==> src/rtl/pattern_det_ctrl_if.sv <==
// Configuration handshake bundle between the host side and the
// pattern detector run controller.
interface pattern_det_ctrl_if #(
    parameter int MAX_LEN = 16,
    parameter int LEN_W   = 5,
    parameter int CNT_W   = 16,
    parameter int WIN_W   = 16
);
    logic               cfg_valid;
    logic               cfg_ready;
    logic [MAX_LEN-1:0] cfg_pattern;
    logic [LEN_W-1:0]   cfg_len;
    logic               cfg_overlap;
    logic [CNT_W-1:0]   cfg_target;
    logic [WIN_W-1:0]   cfg_window;

    modport master (
        output cfg_valid, cfg_pattern, cfg_len,
        output cfg_overlap, cfg_target, cfg_window,
        input  cfg_ready
    );

    modport slave (
        input  cfg_valid, cfg_pattern, cfg_len,
        input  cfg_overlap, cfg_target, cfg_window,
        output cfg_ready
    );
endinterface

==> src/rtl/pattern_det_ctrl.sv <==
// Run controller for the serial pattern detector: config shadowing,
// detector clear/enable sequencing, hit counting and run termination.
module pattern_det_ctrl #(
    parameter int MAX_LEN = 16,
    parameter int LEN_W   = 5,
    parameter int CNT_W   = 16,
    parameter int WIN_W   = 16
) (
    input  logic               clk,
    input  logic               rst,
    pattern_det_ctrl_if.slave  cfg,
    input  logic               start,
    input  logic               abort,
    input  logic               data_valid,
    input  logic               det_hit,
    output logic [MAX_LEN-1:0] det_pattern,
    output logic [LEN_W-1:0]   det_len,
    output logic               det_overlap,
    output logic               det_clr,
    output logic               det_en,
    output logic               busy,
    output logic               done,
    output logic               timeout,
    output logic               cfg_err,
    output logic [CNT_W-1:0]   hit_count
);

    typedef enum logic [1:0] {
        IDLE,
        CLEAR,
        RUN,
        DONE
    } state_t;

    state_t           state;
    state_t           state_nx;
    logic             cfg_loaded;
    logic [CNT_W-1:0] target_q;
    logic [WIN_W-1:0] window_q;
    logic [WIN_W-1:0] win_cnt;

    logic             acc;
    logic             legal;
    logic             start_ok;
    logic             hit_reach;
    logic             win_reach;
    logic [CNT_W-1:0] hit_inc;
    logic [WIN_W-1:0] win_inc;

    assign cfg.cfg_ready = (state == IDLE) || (state == DONE);
    assign acc      = cfg.cfg_valid & cfg.cfg_ready;
    assign legal    = (cfg.cfg_len != '0) &&
                      (cfg.cfg_len <= LEN_W'(MAX_LEN));
    // A config accepted alongside start is usable for that same run
    assign start_ok = start & (cfg_loaded | (acc & legal));

    assign hit_inc   = (&hit_count) ? hit_count : hit_count + 1'b1;
    assign win_inc   = win_cnt + 1'b1;
    assign hit_reach = det_hit && (target_q != '0) &&
                       (hit_inc == target_q);
    assign win_reach = data_valid && (window_q != '0) &&
                       (win_inc == window_q);

    always_comb begin
        state_nx = state;
        unique case (state)
            IDLE:  if (!abort && start_ok) state_nx = CLEAR;
            CLEAR: state_nx = abort ? IDLE : RUN;
            RUN: begin
                if (abort)
                    state_nx = IDLE;
                else if (hit_reach || win_reach)
                    state_nx = DONE;
            end
            DONE: begin
                if (abort)
                    state_nx = IDLE;
                else if (start_ok)
                    state_nx = CLEAR;
            end
            default: state_nx = IDLE;
        endcase
    end

    always_ff @(posedge clk or negedge rst) begin
        if (!rst) begin
            state       <= IDLE;
            cfg_loaded  <= 1'b0;
            target_q    <= '0;
            window_q    <= '0;
            win_cnt     <= '0;
            det_pattern <= '0;
            det_len     <= '0;
            det_overlap <= 1'b0;
            det_clr     <= 1'b0;
            det_en      <= 1'b0;
            busy        <= 1'b0;
            done        <= 1'b0;
            timeout     <= 1'b0;
            cfg_err     <= 1'b0;
            hit_count   <= '0;
        end else begin
            state   <= state_nx;
            det_clr <= (state_nx == CLEAR);
            det_en  <= (state_nx == RUN);
            busy    <= (state_nx == CLEAR) || (state_nx == RUN);

            if (acc) begin
                if (legal) begin
                    det_pattern <= cfg.cfg_pattern;
                    det_len     <= cfg.cfg_len;
                    det_overlap <= cfg.cfg_overlap;
                    target_q    <= cfg.cfg_target;
                    window_q    <= cfg.cfg_window;
                    cfg_loaded  <= 1'b1;
                    cfg_err     <= 1'b0;
                end else begin
                    cfg_err     <= 1'b1;
                end
            end

            if (state_nx == CLEAR) begin
                hit_count <= '0;
                win_cnt   <= '0;
                done      <= 1'b0;
                timeout   <= 1'b0;
            end else if (abort && state != IDLE) begin
                done      <= 1'b0;
                timeout   <= 1'b0;
            end else if (state == RUN) begin
                if (data_valid)
                    win_cnt <= win_inc;
                if (det_hit)
                    hit_count <= hit_inc;
                // Hit target wins over a coincident window expiry
                if (hit_reach || win_reach) begin
                    done    <= hit_reach;
                    timeout <= win_reach & ~hit_reach;
                end
            end else if (acc && legal && state == DONE) begin
                done      <= 1'b0;
                timeout   <= 1'b0;
            end
        end
    end

endmodule

==> src/flat_wrapper.sv <==
// flat-port wrapper written by rule: the top's interface ports become plain ports
module pattern_det_ctrl_flat 
#(
    parameter int MAX_LEN = 16,
    parameter int LEN_W   = 5,
    parameter int CNT_W   = 16,
    parameter int WIN_W   = 16
)
  (clk, rst, start, abort, data_valid, det_hit, det_pattern, det_len, det_overlap, det_clr, det_en, busy, done, timeout, cfg_err, hit_count, cfg_cfg_valid, cfg_cfg_pattern, cfg_cfg_len, cfg_cfg_overlap, cfg_cfg_target, cfg_cfg_window, cfg_cfg_ready);
  pattern_det_ctrl_if #(.MAX_LEN(MAX_LEN), .LEN_W(LEN_W), .CNT_W(CNT_W), .WIN_W(WIN_W)) cfg_i ();
  input  logic clk;
  input  logic rst;
  input  logic start;
  input  logic abort;
  input  logic data_valid;
  input  logic det_hit;
  output logic [MAX_LEN-1:0] det_pattern;
  output logic [LEN_W-1:0] det_len;
  output logic det_overlap;
  output logic det_clr;
  output logic det_en;
  output logic busy;
  output logic done;
  output logic timeout;
  output logic cfg_err;
  output logic [CNT_W-1:0] hit_count;
  input wire logic [$bits(cfg_i.cfg_valid)-1:0] cfg_cfg_valid;
  input wire logic [$bits(cfg_i.cfg_pattern)-1:0] cfg_cfg_pattern;
  input wire logic [$bits(cfg_i.cfg_len)-1:0] cfg_cfg_len;
  input wire logic [$bits(cfg_i.cfg_overlap)-1:0] cfg_cfg_overlap;
  input wire logic [$bits(cfg_i.cfg_target)-1:0] cfg_cfg_target;
  input wire logic [$bits(cfg_i.cfg_window)-1:0] cfg_cfg_window;
  output wire logic [$bits(cfg_i.cfg_ready)-1:0] cfg_cfg_ready;
  assign cfg_i.cfg_valid = cfg_cfg_valid;
  assign cfg_i.cfg_pattern = cfg_cfg_pattern;
  assign cfg_i.cfg_len = cfg_cfg_len;
  assign cfg_i.cfg_overlap = cfg_cfg_overlap;
  assign cfg_i.cfg_target = cfg_cfg_target;
  assign cfg_i.cfg_window = cfg_cfg_window;
  assign cfg_cfg_ready = cfg_i.cfg_ready;
  pattern_det_ctrl #(.MAX_LEN(MAX_LEN), .LEN_W(LEN_W), .CNT_W(CNT_W), .WIN_W(WIN_W)) u_core (.clk(clk), .rst(rst), .cfg(cfg_i), .start(start), .abort(abort), .data_valid(data_valid), .det_hit(det_hit), .det_pattern(det_pattern), .det_len(det_len), .det_overlap(det_overlap), .det_clr(det_clr), .det_en(det_en), .busy(busy), .done(done), .timeout(timeout), .cfg_err(cfg_err), .hit_count(hit_count));
endmodule
==> config.mk <==
export PLATFORM = sky130hd
export DESIGN_NAME = pattern_det_ctrl_flat
export DESIGN_NICKNAME = d
export VERILOG_FILES = /design/src/rtl/pattern_det_ctrl_if.sv /design/src/rtl/pattern_det_ctrl.sv /design/src/flat_wrapper.sv
export SDC_FILE = /design/constraint.sdc
export NUM_CORES = 1
export LEC_CHECK = 0
export ABC_AREA = 1
export ABC_CLOCK_PERIOD_IN_PS = 4800
export CELL_PAD_IN_SITES_DETAIL_PLACEMENT = 0
export CELL_PAD_IN_SITES_GLOBAL_PLACEMENT = 1
export CORE_UTILIZATION = 40
export CTS_CLUSTER_SIZE = 25
export DETAILED_ROUTE_END_ITERATION = 10
export PLACE_DENSITY = 0.84
export SETUP_SLACK_MARGIN = 0.05
export SLEW_MARGIN = 25
export SYNTH_ARGS = -nofsm -noshare
export SYNTH_HDL_FRONTEND = slang
export SYNTH_SLANG_ARGS = --single-unit
==> constraint.sdc <==
create_clock -name clk -period 4.8 [get_ports clk]
set_clock_uncertainty 0.05 [all_clocks]
set_input_delay 0.48 -clock clk [delete_from_list [all_inputs] [get_ports clk]]
set_output_delay 0.48 -clock clk [all_outputs]
set_load 0.1 [all_outputs]
==> results.py <==
metrics = {
    "run_status": {
        "status": "finished clean",
    },
    "sta": {
        "finalHoldViolCount": 0,
        "setup_tns_ns": 0,
        "period_share": 0.833,
        "finalSetupViolCount": 0,
        "setup_ws_ns": 0.803,
        "tightest_slew_ns": 0.998,
        "relSlewSlack": 0.333,
        "timing.final.max_slew_violations": 0,
        "min_period_ns": 4.00,
        "fmax_ghz": 0.250,
        "rsz0062_at_grt": "no",
    },
    "min_path": {
        "hold_class": "input port to asynchronous set/reset pin",
    },
    "floorplanning": {
        "num_rows": 41,
        "coreArea_um2": 12800,
        "ios": 106,
        "die_y_um": 117,
        "die_x_um": 117,
        "start_util": 0.416,
        "dieArea_um2": 13700,
    },
    "clocking": {
        "htreeDepth": 3,
        "cts_resized": 0,
        "hold_buffers": 0,
        "cts.sinks": 95,
        "clockBufferDepth": 2,
        "postCtsSetupBuffers": 0,
        "root_buffer": "clkbuf_16",
        "cts_buffers": 9,
        "tritoncts": "done",
        "clock_latency_ns": 0.34,
        "clkTransAtPathRegs_ns": 0.06,
    },
    "synthesis": {
        "synth_seq_cells": 95,
        "async_flop_share": 1.00,
        "yosysUniqueCellTypes": 37,
        "synth_edf_count": 0,
        "yosysSeqAreaShare": 0.448,
        "ys_warn_count": 0,
        "avgSynthCellArea_um2": 7.39,
        "syn-cell-area_um2": 5310,
        "synth_flop_cell": "dfrtp_1",
        "syn_inst": 719,
        "synthesis.nets": 788,
    },
    "place": {
        "portBuffers": 105,
        "dp_cells": 981,
        "post-place-ws_ns": 0.874,
        "dpl_cell_area_um2": 6520,
        "place.gp.congestion": 0.993,
        "dp_hpwl_mm": 10.5,
    },
    "pwr": {
        "vdd_drop_max_mv": 0.502,
        "cellPowerDensity_nw_per_um2": 592,
        "p_leak_nw": 3.22,
    },
    "setup_path": {
        "worstPathRequired_ns": 4.94,
        "r2r_cells": 22,
        "start_kind": "register",
        "crit_arrival_ns": 4.14,
        "crit_type": "register to register",
        "setup.worst_path.end_class": "register",
        "crit_fanout": 26,
        "crit_start": "u_core.hit_count[0]$_DFFE_PN0P_",
        "r2r-start": "u_core.hit_count[0]$_DFFE_PN0P_",
    },
    "global_route": {
        "grt_pass1_vias": 4691,
        "grt_remaining_overflow": 0,
        "grt_pass1_wl_mm": 22.9,
        "antenna_found_initial": 0,
        "grt_start_max_net_pins": 58,
        "grt_use_total": 0.218,
    },
    "route": {
        "wire_per_inst_um": 14.1,
        "drtIter0Drc": 331,
        "drc": 0,
        "wirelength_mm": 14.1,
        "ant_nets": 0,
        "vias": 4940,
        "post_drt_via_cell_ratio": 4.96,
        "firstDrtPassIters": 5,
    },
    "finish": {
        "finalInstanceArea_um2": 6800,
        "drive_gt1_frac": 0.0546,
        "area_growth_syn_to_layout_pct": 28.0,
        "antenna_cells": 0,
        "num-nets-final": 889,
        "instances_no_fill": 996,
    },
    "job": {
        "cap_viol_max_count": 0,
    },
}
==> cell families after synthesis <==
| kind of cell | after synthesis | synth area share |
|---|---|---|
| compound gates | 74 | 0.0751 |
| xor+xnor | 20 | 0.0384 |
| fa+ha+maj | 8 | 0.0188 |
| buf+inv | 102 | 0.0754 |
| flops | 95 | 0.448 |
| simple gates | 420 | 0.345 |
==> worst max-delay path: stages (launching register included) <==
cell	delay [ns]
dfrtp_1	0.49
ha_1	0.31
inv_1	0.10
nor2_4	0.13
nand2_4	0.09
o21ai_0	0.30
nand2_1	0.15
nand2_1	0.08
nand2_1	0.07
nor2_1	0.10
nand2_1	0.07
nor2_1	0.12
nand3_2	0.12
nand3_1	0.09
nand2_1	0.05
nand2_1	0.07
a21oi_1	0.07
ha_1	0.23
clkinv_1	0.05
buf_4	0.26
nand2_1	0.47
nand3_1	0.24
o21ai_0	0.11
==> cell usage in the layout (no fill, tap or decap), types with 2 or more instances in the layout <==
cell type,synthesis,layout
nand2_1,258,258
clkdlybuf4s50_1,0,104
dfrtp_1,95,95
inv_1,80,79
nand3_1,64,64
nor2_1,51,51
o21ai_0,50,50
nand4_1,15,15
xor2_1,15,15
o22ai_1,13,13
clkbuf_16,0,9
nor4_1,8,8
ha_1,8,8
nand3_2,6,6
a21oi_1,5,5
buf_4,0,5
nand2_2,4,4
nor2_2,4,4
clkinv_2,0,4
nor2_4,3,3
xnor2_1,3,3
or2_2,2,2
o21ai_1,2,2
inv_2,1,2
==> cells in the mapped netlist (4+ instances only) <==
cell type / count / area, um2
nand2_1: 258 / 968
dfrtp_1: 95 / 2380
inv_1: 80 / 300
nand3_1: 64 / 320
nor2_1: 51 / 191
o21ai_0: 50 / 250
clkbuf_1: 16 / 60.1
nand4_1: 15 / 93.8
xor2_1: 15 / 131
o22ai_1: 13 / 81.3
ha_1: 8 / 100
nor4_1: 8 / 50.1
nand3_2: 6 / 60.1
a21oi_1: 5 / 25.0
nand2_2: 4 / 25.0
nor2_2: 4 / 25.0
==> flip-flops by register name, summed over array words and instances (netlist names) <==
name	flops
u_core.timeout	1
u_core.cfg_err	1
u_core.target_q	16
u_core.det_pattern	16
u_core.window_q	16
u_core.det_en	1
u_core.det_overlap	1
u_core.det_len	5
u_core.done	1
u_core.cfg_loaded	1
u_core.hit_count	16
u_core.busy	1
u_core.state	2
u_core.det_clr	1
u_core.win_cnt	16
==> where the power goes <==
group | leakage, nW | internal [W] | switching [W] | total [W]
clock | 0.142 | 0.000397 | 0.000295 | 0.000693
combinational | 1.85 | 0.000546 | 0.00153 | 0.00208
sequential | 1.23 | 0.00105 | 0.000202 | 0.00125
total | 3.22 | 0.00200 | 0.00203 | 0.00403
==> final cells by class <==
| class | instances | area [um2] |
|---|---|---|
| Inverter | 83 | 317 |
| Multi-Input combinational cell | 522 | 2530 |
| Tap cell | 172 | 215 |
| Clock buffer | 10 | 229 |
| Timing Repair Buffer | 109 | 1080 |
| Clock inverter | 5 | 50.0 |
| Fill cell | 1243 | 5970 |
| Sequential cell | 95 | 2380 |
==> metrics by stage <==
step	total power (W)	hold WS (ns)	util
after floorplan	0.00280	0.134	-
after global placement	0.00332	0.383	0.511
after detailed placement	0.00335	0.386	0.511
after CTS	0.00406	0.0817	0.532
after global routing	0.00427	0.108	0.532
final	0.00403	0.0661	0.532
==> layer usage <==
metal / GRT usage / routed length, um
met4: 0.0776 / 185
met5: 0 / 0
met1: 0.297 / 6680
met2: 0.344 / 6340
met3: 0.0448 / 847
==> final timing paths <==
path | endpoint | slack [ns]
setup / recovery | u_core.hit_count[10]$_DFFE_PN0P_ | 0.80
hold / removal | u_core.target_q[15]$_DFFE_PN0P_ | 0.07
setup reg to reg | u_core.hit_count[10]$_DFFE_PN0P_ | 0.80
hold reg to reg | u_core.cfg_loaded$_DFFE_PN0P_ | 0.40
max in group asynchronous | u_core.state[0]$_DFF_PN0_ | 3.46
min in group clk | u_core.cfg_loaded$_DFFE_PN0P_ | 0.40
Note: power is estimated with default switching activity, not from simulation.
